## config.mk

```make
export PLATFORM = sky130hd
export DESIGN_NAME = comm_host
export DESIGN_NICKNAME = d
export VERILOG_FILES = /design/src/rtl/comm_host.sv
export SDC_FILE = /design/constraint.sdc
export NUM_CORES = 1
export LEC_CHECK = 0
export ABC_AREA = 1
export CAP_MARGIN = 20
export CORE_MARGIN = 4
export CORE_UTILIZATION = 35
export CTS_CLUSTER_SIZE = 12
export DETAILED_ROUTE_END_ITERATION = 10
export HOLD_SLACK_MARGIN = 0.02
export PLACE_DENSITY = 0.61
export SYNTH_ARGS = -nofsm -noshare
export SYNTH_HDL_FRONTEND = slang
export SYNTH_SLANG_ARGS = --single-unit
```

## constraint.sdc

```tcl
create_clock -name clk -period 5.1 [get_ports clk]
set_clock_uncertainty 0.05 [all_clocks]
set_input_delay 1.275 -clock clk [delete_from_list [all_inputs] [get_ports clk]]
set_output_delay 1.275 -clock clk [all_outputs]
set_load 0.05 [all_outputs]
```

## src/rtl/comm_host.sv

```systemverilog
// Host-side initiator for the pin-mux command protocol: serializes a command byte plus
// little-endian payload into uart_tx and assembles the little-endian response from uart_rx.
module comm_host #(
  parameter logic [7:0]  CMD_READ_PIN_MAP      = 8'h00,
  parameter logic [7:0]  CMD_WRITE_PIN_MAP     = 8'h01,
  parameter logic [7:0]  CMD_READ_ENABLE_MASK  = 8'h02,
  parameter logic [7:0]  CMD_WRITE_ENABLE_MASK = 8'h03,
  parameter int unsigned TIMEOUT_CYCLES        = 100000
) (
  input  logic        clk,
  input  logic        rst_n,
  input  logic        req_valid,
  output logic        req_ready,
  input  logic [1:0]  req_op,
  input  logic [31:0] req_payload,
  output logic        rsp_valid,
  output logic [31:0] rsp_data,
  output logic        rsp_timeout,
  output logic        rsp_mismatch,
  output logic        busy,
  output logic [7:0]  tx_data,
  output logic        tx_data_ready,
  input  logic        tx_done,
  input  logic        rx_ready,
  input  logic [7:0]  rx_data
);

  localparam logic [23:0] TIMEOUT_LIMIT = 24'(TIMEOUT_CYCLES);

  typedef enum logic [2:0] {
    ST_IDLE,
    ST_SEND,
    ST_WAIT_TX,
    ST_WAIT_RSP,
    ST_DONE
  } state_e;

  state_e      state_q, state_d;
  logic [1:0]  op_q, op_d;
  logic [31:0] payload_q, payload_d;
  logic [7:0]  tx_data_q, tx_data_d;
  logic [2:0]  tx_cnt_q, tx_cnt_d;
  logic [2:0]  rx_cnt_q, rx_cnt_d;
  logic [31:0] rsp_data_q, rsp_data_d;
  logic [23:0] to_cnt_q, to_cnt_d;
  logic        rsp_timeout_q, rsp_timeout_d;
  logic        rsp_mismatch_q, rsp_mismatch_d;
  logic        tx_done_prev_q, rx_ready_prev_q;

  logic       tx_evt, rx_evt, rx_accept;
  logic       finish, timeout_hit;
  logic [2:0] n_pay, n_rsp;
  logic [7:0] cmd_byte;

  assign tx_evt = tx_done & ~tx_done_prev_q;
  assign rx_evt = rx_ready & ~rx_ready_prev_q;

  // Response bytes are collected while sending too; DONE is excluded so the result stays frozen.
  assign rx_accept = rx_evt && (state_q inside {ST_SEND, ST_WAIT_TX, ST_WAIT_RSP})
                     && (rx_cnt_q < n_rsp);

  always_comb begin
    n_pay = 3'd0;
    n_rsp = 3'd4;
    case (op_q)
      2'd1:    begin n_pay = 3'd4; n_rsp = 3'd4; end
      2'd2:    begin n_pay = 3'd0; n_rsp = 3'd2; end
      2'd3:    begin n_pay = 3'd2; n_rsp = 3'd2; end
      default: begin n_pay = 3'd0; n_rsp = 3'd4; end
    endcase
  end

  always_comb begin
    case (req_op)
      2'd1:    cmd_byte = CMD_WRITE_PIN_MAP;
      2'd2:    cmd_byte = CMD_READ_ENABLE_MASK;
      2'd3:    cmd_byte = CMD_WRITE_ENABLE_MASK;
      default: cmd_byte = CMD_READ_PIN_MAP;
    endcase
  end

  always_comb begin
    // NOTE: every signal gets its hold value first so no path through the case infers a latch.
    state_d        = state_q;
    op_d           = op_q;
    payload_d      = payload_q;
    tx_data_d      = tx_data_q;
    tx_cnt_d       = tx_cnt_q;
    rx_cnt_d       = rx_cnt_q;
    rsp_data_d     = rsp_data_q;
    to_cnt_d       = to_cnt_q;
    rsp_timeout_d  = rsp_timeout_q;
    rsp_mismatch_d = rsp_mismatch_q;
    finish         = 1'b0;
    timeout_hit    = 1'b0;

    if (rx_accept) begin
      rsp_data_d[{rx_cnt_q[1:0], 3'b000} +: 8] = rx_data;
      rx_cnt_d = rx_cnt_q + 3'd1;
    end

    case (state_q)
      ST_IDLE: begin
        if (req_valid) begin
          op_d           = req_op;
          payload_d      = req_payload;
          tx_data_d      = cmd_byte;
          tx_cnt_d       = 3'd0;
          rx_cnt_d       = 3'd0;
          rsp_data_d     = 32'd0;
          to_cnt_d       = 24'd0;
          rsp_timeout_d  = 1'b0;
          rsp_mismatch_d = 1'b0;
          state_d        = ST_SEND;
        end
      end
      ST_SEND: state_d = ST_WAIT_TX;
      ST_WAIT_TX: begin
        if (tx_evt) begin
          if (tx_cnt_q == n_pay) begin
            to_cnt_d = 24'd0;
            if (rx_cnt_d == n_rsp) finish = 1'b1;
            else                   state_d = ST_WAIT_RSP;
          end else begin
            tx_data_d = payload_q[{tx_cnt_q[1:0], 3'b000} +: 8];
            tx_cnt_d  = tx_cnt_q + 3'd1;
            state_d   = ST_SEND;
          end
        end
      end
      ST_WAIT_RSP: begin
        if (rx_accept) begin
          to_cnt_d = 24'd0;
          if (rx_cnt_d == n_rsp) finish = 1'b1;
        end else if (to_cnt_q + 24'd1 == TIMEOUT_LIMIT) begin
          finish      = 1'b1;
          timeout_hit = 1'b1;
        end else begin
          to_cnt_d = to_cnt_q + 24'd1;
        end
      end
      ST_DONE: state_d = ST_IDLE;
      default: state_d = ST_IDLE;
    endcase

    if (finish) begin
      state_d       = ST_DONE;
      rsp_timeout_d = timeout_hit;
      case (op_q)
        2'd1:    rsp_mismatch_d = !timeout_hit && (rsp_data_d != payload_q);
        2'd3:    rsp_mismatch_d = !timeout_hit && (rsp_data_d[15:0] != payload_q[15:0]);
        default: rsp_mismatch_d = 1'b0;
      endcase
    end
  end

  // NOTE: state registers use non-blocking assignments so all flops update from pre-edge values.
  always_ff @(posedge clk or negedge rst_n) begin
    if (!rst_n) begin
      state_q         <= ST_IDLE;
      op_q            <= 2'd0;
      payload_q       <= 32'd0;
      tx_data_q       <= 8'd0;
      tx_cnt_q        <= 3'd0;
      rx_cnt_q        <= 3'd0;
      rsp_data_q      <= 32'd0;
      to_cnt_q        <= 24'd0;
      rsp_timeout_q   <= 1'b0;
      rsp_mismatch_q  <= 1'b0;
      tx_done_prev_q  <= 1'b0;
      rx_ready_prev_q <= 1'b0;
    end else begin
      state_q         <= state_d;
      op_q            <= op_d;
      payload_q       <= payload_d;
      tx_data_q       <= tx_data_d;
      tx_cnt_q        <= tx_cnt_d;
      rx_cnt_q        <= rx_cnt_d;
      rsp_data_q      <= rsp_data_d;
      to_cnt_q        <= to_cnt_d;
      rsp_timeout_q   <= rsp_timeout_d;
      rsp_mismatch_q  <= rsp_mismatch_d;
      tx_done_prev_q  <= tx_done;
      rx_ready_prev_q <= rx_ready;
    end
  end

  assign req_ready     = (state_q == ST_IDLE);
  assign busy          = (state_q != ST_IDLE);
  assign rsp_valid     = (state_q == ST_DONE);
  assign tx_data_ready = (state_q == ST_SEND);
  assign tx_data       = tx_data_q;
  assign rsp_data      = rsp_data_q;
  assign rsp_timeout   = rsp_timeout_q;
  assign rsp_mismatch  = rsp_mismatch_q;

endmodule

```

Yosys cells after proc, flatten, opt, wreduce, memory -nomap -nowiden
Index checks and enable logic that the tools add are counted.
{"block": "word_totals", "memories": 0, "ram_bits": 0, "output_inout_bits": 46, "in_bits": 47, "register_bits": 111, "latch_bits": 0, "mem_bits_ro": 0}
{"block": "classes", "reduce_logical": 18, "bitwise": 4, "add_sub_neg": 4, "n_mul": 0, "n_mux": 43, "shift": 3, "order_cmp": 1, "div": 0, "n_eq_ne": 24}
{"op": "$mux W24", "n": 5}
{"op": "$mux W32", "n": 3}
{"op": "$pmux W24 S3", "n": 1}
{"op": "$mux W3", "n": 12}
{"op": "$bwmux W32", "n": 1}
{"op": "$ne A32 B32 Y1", "n": 1}
{"op": "$shift A8 B7 Y32 const A", "n": 1}
{"op": "$shiftx A32 B6 Y8", "n": 1}
{"op": "$shiftx A8 B7 Y32", "n": 1}
{"op": "$add A24 B1 Y24 const B", "n": 1}
{"op": "$eq A24 B17 Y1 const B", "n": 1}
{"op": "$mux W8", "n": 3}
{"op": "$ne A16 B16 Y1", "n": 1}
{"op": "$pmux W8 S2", "n": 1}
{"op": "$pmux W3 S2", "n": 2}
{"op": "$pmux W3 S4", "n": 1}
{"op": "$mux W1", "n": 11}
{"op": "$reduce_bool A3 Y1", "n": 3}
{"op": "$eq A2 B2 Y1 const B", "n": 4}
{"op": "$ne A2 B2 Y1 const B", "n": 4}
{"op": "$reduce_and A4 Y1", "n": 2}
{"op": "$neg A5 Y7", "n": 1}
{"op": "$add A3 B1 Y3 const B", "n": 2}
{"op": "$eq A3 B2 Y1 const B", "n": 2}
{"op": "other kinds (20)", "n": 32}

Longest topological paths before layout
Gate-level depths: netlist of the first run.
{"block": "depth", "word_depth": 13, "depth_mapped": 20, "mapped_depth_nobuf": 19}

Least setup slack after synthesis of the first run
OpenSTA, ideal clock, no wires.
{"block": "synth_path", "path_type": "flip-flop to output port", "from": "reg state_q[2]", "to": "out busy", "n_path_buf": 0, "path_slack_ns": 2.047, "t_arrival_ns": 1.728, "t_required_ns": 3.775, "stages_incl_launch_ff": 5, "cell_sequence": "dfrtp_1 -> inv_1 -> nand2_1 -> nor2_1 -> inv_1"}
{"block": "synth_between", "elab_chain_cells": 1}
{"item": "start, declared", "line_no": "38", "rtl": "state_e state_q, state_d;"}
{"item": "start signal, assigned", "line_no": "173", "rtl": "state_q <= state_d;"}
{"item": "$reduce_bool A3 Y1", "line_no": "189", "rtl": "assign busy = (state_q != ST_IDLE);"}
{"item": "end, declared", "line_no": "20", "rtl": "output logic busy,"}
Every way passes these cells.

Worst setup path in the final report of the first run
{"block": "layout_path", "from": "in rx_ready", "to": "reg rsp_mismatch_q, in the netlist rsp_mismatch"}
{"block": "layout_between", "elab_chain_cells": 11, "elab_cells_between_ends": 25}
{"item": "start, declared", "line_no": "24", "rtl": "input logic rx_ready,"}
{"item": "$and A1 B1 Y1 (*)", "line_no": "56", "rtl": "assign rx_evt = rx_ready & ~rx_ready_prev_q;"}
{"item": "$logic_and A1 B1 Y1 (*)", "line_no": "59", "rtl": "assign rx_accept = rx_evt && (state_q inside {ST_SEND, ST_WAIT_TX, ST_WAIT_RSP})"}
{"item": "$logic_and A1 B1 Y1 (*)", "line_no": "60", "rtl": "&& (rx_cnt_q < n_rsp);"}
{"item": "$mux W3", "line_no": "97", "rtl": "if (rx_accept) begin"}
{"item": "$eq A3 B3 Y1", "line_no": "122, 134"}
{"item": "$mux W1", "line_no": "122, 134"}
{"item": "$mux W1", "line_no": "120", "rtl": "if (tx_cnt_q == n_pay) begin"}
{"item": "$mux W1", "line_no": "119", "rtl": "if (tx_evt) begin"}
{"item": "$pmux W1 S2", "line_no": "102", "rtl": "case (state_q)"}
{"item": "$reduce_bool A2 Y1 (no source line)"}
{"item": "$reduce_and A2 Y1 (no source line)"}
{"item": "end signal, assigned", "line_no": "182", "rtl": "rsp_mismatch_q <= rsp_mismatch_d;"}
{"item": "end, declared", "line_no": "47", "rtl": "logic rsp_mismatch_q, rsp_mismatch_d;"}
Every way passes the cells marked *; elsewhere a longest branch is shown, timed or not.
A chain may end at the register's enable or synchronous reset.

==> results.sh, run 1 <==
export IMPL_status="completed"
export IMPL_post_drt_via_cell_ratio=4.79
export IMPL_place_hpwl_um=16400
export IMPL_final_cell_mix="nand2_1, inv_1, nor2_1, dfrtp_1, o21ai_0"
export IMPL_antenna_found_initial=0
export IMPL_synthAdderAreaFrac_pct=1.71
export IMPL_synth_top_family_by_area="simple AND/OR/NAND/NOR gates"
export IMPL_synth_area_mm2=0.00731
export IMPL_htreeDepth=3
export IMPL_synth_compound_area_share_pct=10.2
export IMPL_crit_path_start_kind="input port"
export IMPL_cts_buffers=9
export IMPL_max_slew_margin_pct=29.6
export IMPL_num_vias=6985
export IMPL_pin_count=93
export IMPL_p_per_area_mw_per_mm2=577
export IMPL_first_global_vias=6545
export IMPL_initial_core_util_pct=35.9
export IMPL_ant_nets=0
export IMPL_netlist_instances=1112
export IMPL_worstPathMaxFanout=35
export IMPL_grt_pass1_wl_um=35500
export IMPL_yosys_warnings=0
export IMPL_drcViolationCount=0
export IMPL_rows=52
export IMPL_layout_min_cycle_time_ns=3.53
export IMPL_cap_violations=0
export IMPL_port_buffers=92
export IMPL_synthMuxAreaShare_pct=0
export IMPL_cts_tree="yes"
export IMPL_ir_drop_mv=0.190
export IMPL_p_leak_nw=4.34
export IMPL_clock_sinks=111
export IMPL_dieHeight_um=153
export IMPL_postCtsSetupBuffers=0
export IMPL_final_nets=1241
export IMPL_rsz0062_at_grt="no"
export IMPL_overflow=0
export IMPL_cts_resized=0
export IMPL_worstMarginPinSlew_ns=1.05
export IMPL_fin_tns_setup_ns=0
export IMPL_wl_per_cell_um=15.0
export IMPL_crit_arrival_ns=3.74
export IMPL_worstHoldPathType="reg -> reg"
export IMPL_core_mm2=0.0204
export IMPL_slew_violations=0
export IMPL_synth_edff_count=0
export IMPL_fmax_mhz=283
export IMPL_grt_total_usage_pct=18.7
export IMPL_finalInstanceArea_mm2=0.00876
export IMPL_ctsHoldBuffers=0
export IMPL_critPathKind="in -> reg"
export IMPL_synth_main_ff_cell="dfrtp_1"
export IMPL_synth_xor_area_share_pct=0.582
export IMPL_clockBufferDepth=2
export IMPL_holdWs_ns=0.439
export IMPL_avgSynthCellArea_um2=6.57
export IMPL_drive_gt1_share_pct=6.14
export IMPL_layout_commonest_cell="nand2_1"
export IMPL_drt_total_wl_um=21900
export IMPL_setup_violations_final=0
export IMPL_async_reset_ff_share_pct=100
export IMPL_fin_util_pct=43.0
export IMPL_multi_input_area_mm2=0.00370
export IMPL_chipWidth_um=153
export IMPL_synth_distinct_cells=36
export IMPL_cp_required_ns=5.31
export IMPL_n_fill_cell=2154
export IMPL_crit_path_end_kind="flop"
export IMPL_drtIter0Drc=725
export IMPL_synthSimpleGateAreaFrac_pct=38.1
export IMPL_grt_max_degree=65
export IMPL_first_pass_iters=5
export IMPL_die_area_mm2=0.0233
export IMPL_ys_seq_elements=111
export IMPL_worstSkewPairLatency_ns=0.37
export IMPL_gp_congestion=0.874
export IMPL_syn2layout_area_growth_pct=19.8
export IMPL_synth_fp_nets=1169
export IMPL_min_period_over_period_pct=69.3
export IMPL_clockRootBuffer="clkbuf_16"
export IMPL_yosysSeqAreaShare_pct=38.0
export IMPL_n_antenna_cell=0
export IMPL_clkTransAtPathRegs_ns=0.07
export IMPL_dpl_instance_area_mm2=0.00846
export IMPL_register_area_mm2=0.00278
export IMPL_final_hold_viol_count=0
layer usage:
layer  GRT usage [%]  up-vias  part of all wire [%]
met4            5.05        0                   1.5
li1                -     3623                     -
met1            26.5     3162                    47
met2            30.2      181                    46
met5               0        -                     0
met3            2.47       19                   5.1
cell type report:
type,count,area share [%]
well taps,270,3.86
multi-input cells,790,42.3
inverters,172,7.43
repair buffers,100,11.3
clock buffers,11,2.77
flip-flops and latches,111,31.7
clock inverters,5,0.643
Yosys cell counts, types with 3 or more instances:
master    instances  area [µm²]
nand2_1         372        1400
inv_1           165         619
nor2_1          112         420
dfrtp_1         111        2780
o21ai_0          98         490
nand3_1          77         385
nand4_1          39         244
clkbuf_1         24        90.1
buf_2            12        60.1
a21oi_1          11        55.1
ha_1             10         125
o21ai_2          10        87.6
nand2_2           9        56.3
nor2_4            8        90.1
nor2_2            6        37.5
o211ai_1          6        45.0
nand3b_1          4        30.0
a31oi_1           3        18.8
and2_1            3        18.8
clkinv_1          3        11.3
inv_2             3        11.3
nor3_1            3        15.0
o21ai_1           3        15.0
worst max-delay path, stage by stage:
cell and delay, ns:
clkdlybuf4s50_1 0.49, nand3_1 0.13, nor2_4 0.73, o21ai_0 0.28, nand3_1 0.16, nand2_1 0.06, nand2_1 0.05, nand2_1 0.04
nor2_1 0.08, nand2_1 0.07, nor2_1 0.16, nand2_1 0.07, nand2_1 0.05, nand2_1 0.04
flip-flops by register name, indices dropped and copies added, names as in the netlist, 2 cells and up:
register   count
payload_q     32
rsp_data      32
to_cnt_q      24
tx_data        8
rx_cnt_q       3
state_q        3
tx_cnt_q       3
op_q           2
final timing paths:
path	slack, ns	end	from	cells after the start
min in group asynchronous	0.97	rsp_data[22]$_DFF_PN0_	rst_n	1
max in group asynchronous	3.15	tx_cnt_q[2]$_DFFE_PN0P_	rst_n	2
max	1.57	rsp_mismatch$_DFFE_PN0P_	rx_ready	14
max reg2reg	1.65	rsp_mismatch$_DFFE_PN0P_	rx_cnt_q[0]$_DFF_PN0_	19
min	0.44	tx_data[1]$_DFFE_PN0P_	tx_data[1]$_DFFE_PN0P_	2
min reg2reg	0.44	tx_data[1]$_DFFE_PN0P_	tx_data[1]$_DFFE_PN0P_	2
report_power, final:
group          internal, mW  leakage (nW)  switching, mW
clock                 0.396         0.146          0.350
sequential             1.18          1.44          0.268
combinational         0.874          2.75           1.99
total                  2.45          4.34           2.61
cells by family after synthesis:
kind of cell / after synthesis
AOI/OAI and AO/OA: 135
xor gates and xnor gates: 4
and+or+nand+nor: 641
adders and majority gates: 10
buffers and inverters: 211
DFF: 111
through the flow:
step	power, mW	worst slack [ns]	std cells
global route	5.46	1.29	1459
detailed placement	4.31	1.21	1443
CTS	5.08	1.58	1459
finish	5.06	1.57	1459
floorplan	3.45	2.05	1112
global placement	4.28	1.19	1442
Power figures use the tool's default switching activity.
==> run 2: changes to the inputs <==
clock period = 3.4 ns   (was 5.1 ns; I/O delays follow)
==> run 2 against run 1 <==
Compared with the run above:
- non-clock buffer count up 6
- count of clock-buffer cells in the layout up 3
- sequential power up 50%
- cell count up 0.41%
- clock power up 45%
- power up 50%
- register-to-register slack worse by 1.2 ns
- first-iteration DRC count down 25%
- wire length down 1.1%
- die area unchanged
==> results.sh, run 2 (synthesized netlist as in run 1, its figures left out) <==
export IMPL_r2r_cells=19
export IMPL_crit_path_start_kind="flop"
export IMPL_min_period_over_period_pct=86.7
export IMPL_clockRootBuffer="clkbuf_16"
export IMPL_worstHoldPathType="in -> async"
export IMPL_clkTransAtPathRegs_ns=0.07
export IMPL_first_global_vias=6580
export IMPL_gp_congestion=0.902
export IMPL_layout_commonest_cell="nand2_1"
export IMPL_grt_pass1_wl_um=35600
export IMPL_path_depth=19
export IMPL_p_leak_nw=4.38
export IMPL_worstSkewPairLatency_ns=0.36
export IMPL_first_pass_iters=5
export IMPL_port_buffers=92
export IMPL_reg2reg_slack_ns=0.45
export IMPL_cp_startpoint="rx_cnt_q[1]$_DFF_PN0_"
export IMPL_finalInstanceArea_mm2=0.00882
export IMPL_place_hpwl_um=16500
export IMPL_final_cells=1465
export IMPL_worstMarginPinSlew_ns=0.517
export IMPL_final_nets=1247
export IMPL_crit_family="simple AND/OR/NAND/NOR gates"
export IMPL_setup_worst_path_end="rsp_mismatch$_DFFE_PN0P_"
export IMPL_dpl_cell_count=1449
export IMPL_antenna_found_initial=0
export IMPL_rsz0062_at_grt="no"
export IMPL_n_antenna_cell=0
export IMPL_clock_sinks=111
export IMPL_drive_gt1_share_pct=6.53
export IMPL_setup_violations_final=0
export IMPL_final_cell_mix="nand2_1, inv_1, nor2_1"
export IMPL_status="completed"
export IMPL_dieHeight_um=153
export IMPL_timing_rr_end="rsp_mismatch$_DFFE_PN0P_"
export IMPL_cp_required_ns=3.60
export IMPL_n_fill_cell=2125
export IMPL_path_buf_inv=3
export IMPL_fin_tns_setup_ns=0
export IMPL_ant_nets=0
export IMPL_drcViolationCount=0
export IMPL_grt_max_degree=76
export IMPL_cpPeakStageDelay_ns=0.43
export IMPL_totalPowerFinal_mw=7.60
export IMPL_max_slew_margin_pct=65.4
export IMPL_drt_total_wl_um=21700
export IMPL_postCtsSetupBuffers=0
export IMPL_core_mm2=0.0204
export IMPL_cap_violations=0
export IMPL_dpl_instance_area_mm2=0.00853
export IMPL_ctsHoldBuffers=0
export IMPL_critPathKind="reg -> reg"
export IMPL_cts_buffers=9
export IMPL_post_drt_via_cell_ratio=4.81
export IMPL_overflow=0
export IMPL_worstPathMaxFanout=14
export IMPL_num_vias=7041
export IMPL_htreeDepth=3
export IMPL_clockBufferDepth=2
export IMPL_cp_cell_sequence="inv_1 -> ha_1 -> inv_1 -> buf_4 -> nand2_1 -> nor2_1 -> nor2_1 -> nand2_1 -> nand3_1 -> nand2_1 -> nand2_1 -> nor2_1 -> nand2_1 -> nor2_1 -> nand2_1 -> nand2_1 -> nand2_1 -> nand2_1 -> nand2_1"
export IMPL_cts_tree="yes"
export IMPL_pin_count=93
export IMPL_final_hold_viol_count=0
export IMPL_cpMostUsedCell="nand2_1"
export IMPL_ir_drop_mv=0.271
export IMPL_die_area_mm2=0.0233
export IMPL_slew_violations=0
export IMPL_crit_arrival_ns=3.14
export IMPL_cts_resized=0
export IMPL_chipWidth_um=153
export IMPL_fmax_mhz=339
export IMPL_worst_path_max_delay_cell="dfrtp_1"
export IMPL_drtIter0Drc=547
export IMPL_grt_total_usage_pct=18.8
export IMPL_rows=52
export IMPL_initial_core_util_pct=35.9
export IMPL_wl_per_cell_um=14.8
export IMPL_crit_path_end_kind="flop"
export IMPL_p_per_area_mw_per_mm2=861
export IMPL_layout_min_cycle_time_ns=2.95
export IMPL_syn2layout_area_growth_pct=20.7
export IMPL_reg2reg_from="rx_cnt_q[1]$_DFF_PN0_"
-- run 2: cell types whose count changed in the layout (fill, tap and decap cells not counted), sizes merged --
cell | previous run | this run
clkinv | 4 | 3
inv | 171 | 170
clkbuf | 11 | 14
buf | 9 | 15
bufinv | 1 | 0
-- run 2: how the worst min path moves through the flow --
stage | depth (start not counted) | endpoint
finish | 1 | payload_q[26]$_DFFE_PN0P_
global route | 1 | rsp_data[31]$_DFF_PN0_
floorplan | 1 | tx_cnt_q[2]$_DFFE_PN0P_
global placement | 1 | tx_cnt_q[2]$_DFFE_PN0P_
detailed placement | 1 | tx_cnt_q[2]$_DFFE_PN0P_
CTS | 1 | rsp_data[31]$_DFF_PN0_
-- run 2: report_power, final --
group          internal, mW  total [mW]  switching [mW]  leakage, nW
logic                  1.36        4.36            2.99         2.79
clock network         0.578        1.08           0.505        0.145
registers              1.77        2.16           0.390         1.44
total                  3.71        7.60            3.89         4.38
-- run 2: cell type report --
class                           instances  area, µm²  share of cell area (%)
Clock buffer                           14        284                    3.22
Clock inverter                          2       12.5                   0.142
Sequential cell                       111       2780                    31.5
Multi-Input combinational cell        790       3700                    41.9
Timing Repair Buffer                  106       1060                    12.0
Tap cell                              270        338                    3.83
Inverter                              172        651                    7.37
-- run 2: per-stage QoR --
step	utilization (%)	worst slack (ns)	hold WS (ns)
floorplan	-	0.439	0.393
global placement	41.9	0.297	0.418
detailed placement	41.9	0.286	0.427
CTS	43.3	0.422	0.423
global route	43.3	0.156	0.446
finish	43.3	0.453	0.407
-- run 2: layer usage --
| metal | GRT usage [%] | vias to the layer above | share of wire (%) |
|---|---|---|---|
| met5 | 0 | - | 0 |
| li1 | - | 3646 | - |
| met1 | 26.1 | 3179 | 46 |
| met3 | 3.10 | 32 | 5.1 |
| met4 | 6.70 | 0 | 2.8 |
| met2 | 29.9 | 184 | 46 |
==> run 3: changes to the inputs <==
ABC_AREA = not set   (was 1)
==> run 3 against run 2 <==
Compared with the run above:
- sequential power about the same
- global-route usage up 0.24 points
- count of clock-buffer cells in the layout down 5
- flip-flop and latch count unchanged
- fmax down 9.4%
- die area down 12%
- worst hold slack better by 0.022 ns
- wire length down 13%
- combinational power down 28%
==> results.sh, run 3 <==
export IMPL_status="completed"
export IMPL_n_fill_cell=1775
export IMPL_grt_max_degree=57
export IMPL_antenna_found_initial=0
export IMPL_place_hpwl_um=13900
export IMPL_synth_edff_count=0
export IMPL_first_global_vias=5419
export IMPL_ys_seq_elements=111
export IMPL_drcViolationCount=0
export IMPL_syn2layout_area_growth_pct=28.1
export IMPL_drtIter0Drc=502
export IMPL_clockRootBuffer="clkbuf_16"
export IMPL_max_slew_margin_pct=48.2
export IMPL_htreeDepth=3
export IMPL_ant_nets=0
export IMPL_drt_total_wl_um=18800
export IMPL_path_buf_inv=2
export IMPL_final_hold_viol_count=0
export IMPL_setup_violations_final=0
export IMPL_overflow=0
export IMPL_worstMarginPinSlew_ns=0.776
export IMPL_postCtsSetupBuffers=0
export IMPL_clock_sinks=111
export IMPL_yosysMostFrequentCell="nand2_1"
export IMPL_cts_tree="yes"
export IMPL_register_area_mm2=0.00278
export IMPL_initial_core_util_pct=35.6
export IMPL_wl_per_cell_um=17.7
export IMPL_core_mm2=0.0180
export IMPL_yosys_warnings=0
export IMPL_synth_top_family_by_area="simple AND/OR/NAND/NOR gates"
export IMPL_layout_min_cycle_time_ns=3.25
export IMPL_crit_path_start_kind="input port"
export IMPL_finalInstanceArea_mm2=0.00822
export IMPL_grt_total_usage_pct=19.1
export IMPL_crit_path_end_kind="flop"
export IMPL_first_pass_iters=5
export IMPL_yosysSeqAreaShare_pct=43.3
export IMPL_cp_required_ns=3.60
export IMPL_worst_path_max_delay_cell="or4b_2"
export IMPL_drive_gt1_share_pct=11.3
export IMPL_crit_family="simple AND/OR/NAND/NOR gates"
export IMPL_netlist_instances=726
export IMPL_port_buffers=92
export IMPL_wl_met2_um=8610
export IMPL_clockBufferDepth=2
export IMPL_final_nets=887
export IMPL_synth_top_area_share_pct=43.3
export IMPL_post_drt_via_cell_ratio=5.30
export IMPL_m1WireLength_um=8940
export IMPL_multi_input_area_mm2=0.00339
export IMPL_synth_compound_area_share_pct=12.0
export IMPL_die_area_mm2=0.0206
export IMPL_cpPeakStageDelay_ns=0.78
export IMPL_layout_commonest_cell="nand2_1"
export IMPL_crit_arrival_ns=3.45
export IMPL_min_period_over_period_pct=95.7
export IMPL_ctsHoldBuffers=0
export IMPL_gp_congestion=0.915
export IMPL_cts_buffers=9
export IMPL_grt_pass1_wl_um=30500
export IMPL_synth_main_ff_cell="dfrtp_1"
export IMPL_worstHoldPathType="reg -> reg"
export IMPL_num_vias=5639
export IMPL_synth_xor_area_share_pct=5.46
export IMPL_rows=49
export IMPL_n_antenna_cell=0
export IMPL_synth_area_mm2=0.00642
export IMPL_dpl_instance_area_mm2=0.00790
export IMPL_cp_cell_sequence="clkdlybuf4s50_1 -> or4b_2 -> buf_12 -> nand3_1 -> mux2i_1 -> xor2_1 -> nor3_1 -> nand4_1 -> nor4_2 -> a21oi_1"
export IMPL_dieHeight_um=143
export IMPL_wl_met3_um=1010
export IMPL_p_per_area_mw_per_mm2=788
export IMPL_synth_fp_nets=783
export IMPL_fmax_mhz=307
export IMPL_slew_violations=0
export IMPL_p_leak_nw=3.70
export IMPL_yosys_area_top_type="dfrtp_1"
export IMPL_ys_top_cells_by_area="dfrtp_1, nand2_1, nand3_1, xnor2_1, mux4_2"
export IMPL_worstSkewPairLatency_ns=0.37
export IMPL_totalPowerFinal_mw=6.48
export IMPL_holdWs_ns=0.429
export IMPL_synth_distinct_cells=68
export IMPL_final_cell_mix="nand2_1, dfrtp_1, clkdlybuf4s50_1"
export IMPL_cap_violations=0
export IMPL_synthAdderAreaFrac_pct=1.95
export IMPL_synth_common_cells="nand2_1, dfrtp_1, nand3_1, clkbuf_1, nor2_1"
export IMPL_worstPathMaxFanout=28
export IMPL_ir_drop_mv=0.466
export IMPL_critPathKind="in -> reg"
export IMPL_pin_count=93
export IMPL_async_reset_ff_share_pct=100
export IMPL_top_layer_used="met4"
export IMPL_cts_resized=0
export IMPL_synthMuxAreaShare_pct=5.48
export IMPL_synthSimpleGateAreaFrac_pct=27.8
export IMPL_rsz0062_at_grt="no"
export IMPL_clkTransAtPathRegs_ns=0.08
export IMPL_avgSynthCellArea_um2=8.84
export IMPL_chipWidth_um=143
==> run 3: changes by cell type after synthesis, moves of 25 or more <==
cell / before / now
nor2_1: 112 / 35
inv_1: 165 / 10
nand3_1: 77 / 52
nand4_1: 39 / 13
nand2_1: 372 / 176
o21ai_0: 98 / 30
==> run 3: final cells by class <==
type	instances	share of cell area [%]
inverters	10	0.457
repair buffers	147	17.1
clock buffers	9	2.74
clock inverters	7	1.22
flip-flops and latches	111	33.8
multi-input cells	551	41.2
well taps	229	3.49
==> run 3: worst paths after layout <==
path / depth (start not counted) / from / slack, ns / endpoint
setup / recovery: 10 / req_valid / 0.15 / rsp_mismatch$_DFFE_PN0P_
min in group asynchronous: 1 / rst_n / 0.51 / rx_cnt_q[0]$_DFF_PN0_
hold reg to reg: 2 / tx_data[3]$_DFFE_PN0P_ / 0.43 / tx_data[3]$_DFFE_PN0P_
setup reg to reg: 10 / to_cnt_q[1]$_DFFE_PN0P_ / 0.21 / rsp_mismatch$_DFFE_PN0P_
hold / removal: 2 / tx_data[3]$_DFFE_PN0P_ / 0.43 / tx_data[3]$_DFFE_PN0P_
max in group asynchronous: 2 / rst_n / 2.07 / payload_q[18]$_DFFE_PN0P_
==> run 3: worst reg2reg max path, cell delays in order (launching register included) <==
cell,delay [ns]
dfrtp_1,0.43
ha_1,0.31
nand4_1,0.15
nor2_1,0.16
or4b_1,0.52
xnor2_1,0.16
or3_1,0.37
nor4_4,0.39
buf_4,0.23
a2bb2oi_1,0.24
a21oi_1,0.07
==> run 3: routing by layer <==
metal | track usage, % | vias up
li1 | - | 2752
met1 | 27.5 | 2704
met2 | 29.4 | 165
met3 | 4.36 | 18
met4 | 4.16 | 0
met5 | 0 | -
==> run 3: cell families after synthesis <==
group | Yosys count
AOI/OAI and AO/OA | 110
xor gates and xnor gates | 40
muxes | 25
buffers and inverters | 64
and+or+nand+nor | 366
adders and majority gates | 10
DFF | 111
==> run 3: power by group <==
part / switching, mW / total (mW) / leakage, nW / internal, mW
logic: 1.89 / 3.16 / 2.08 / 1.27
registers: 0.465 / 2.16 / 1.46 / 1.69
clock network: 0.565 / 1.16 / 0.158 / 0.597
==> run 3: through the flow <==
step                      setup WS [ns]  util, %  TNS (ns)  cells
after detailed placement         -0.209     43.8    -0.209   1048
after floorplan                   0.300        -         0    726
after global routing             0.0159     45.6         0   1064
final                             0.146     45.6         0   1064
after global placement           -0.150     43.8    -0.150   1048
after CTS                         0.176     45.6         0   1064
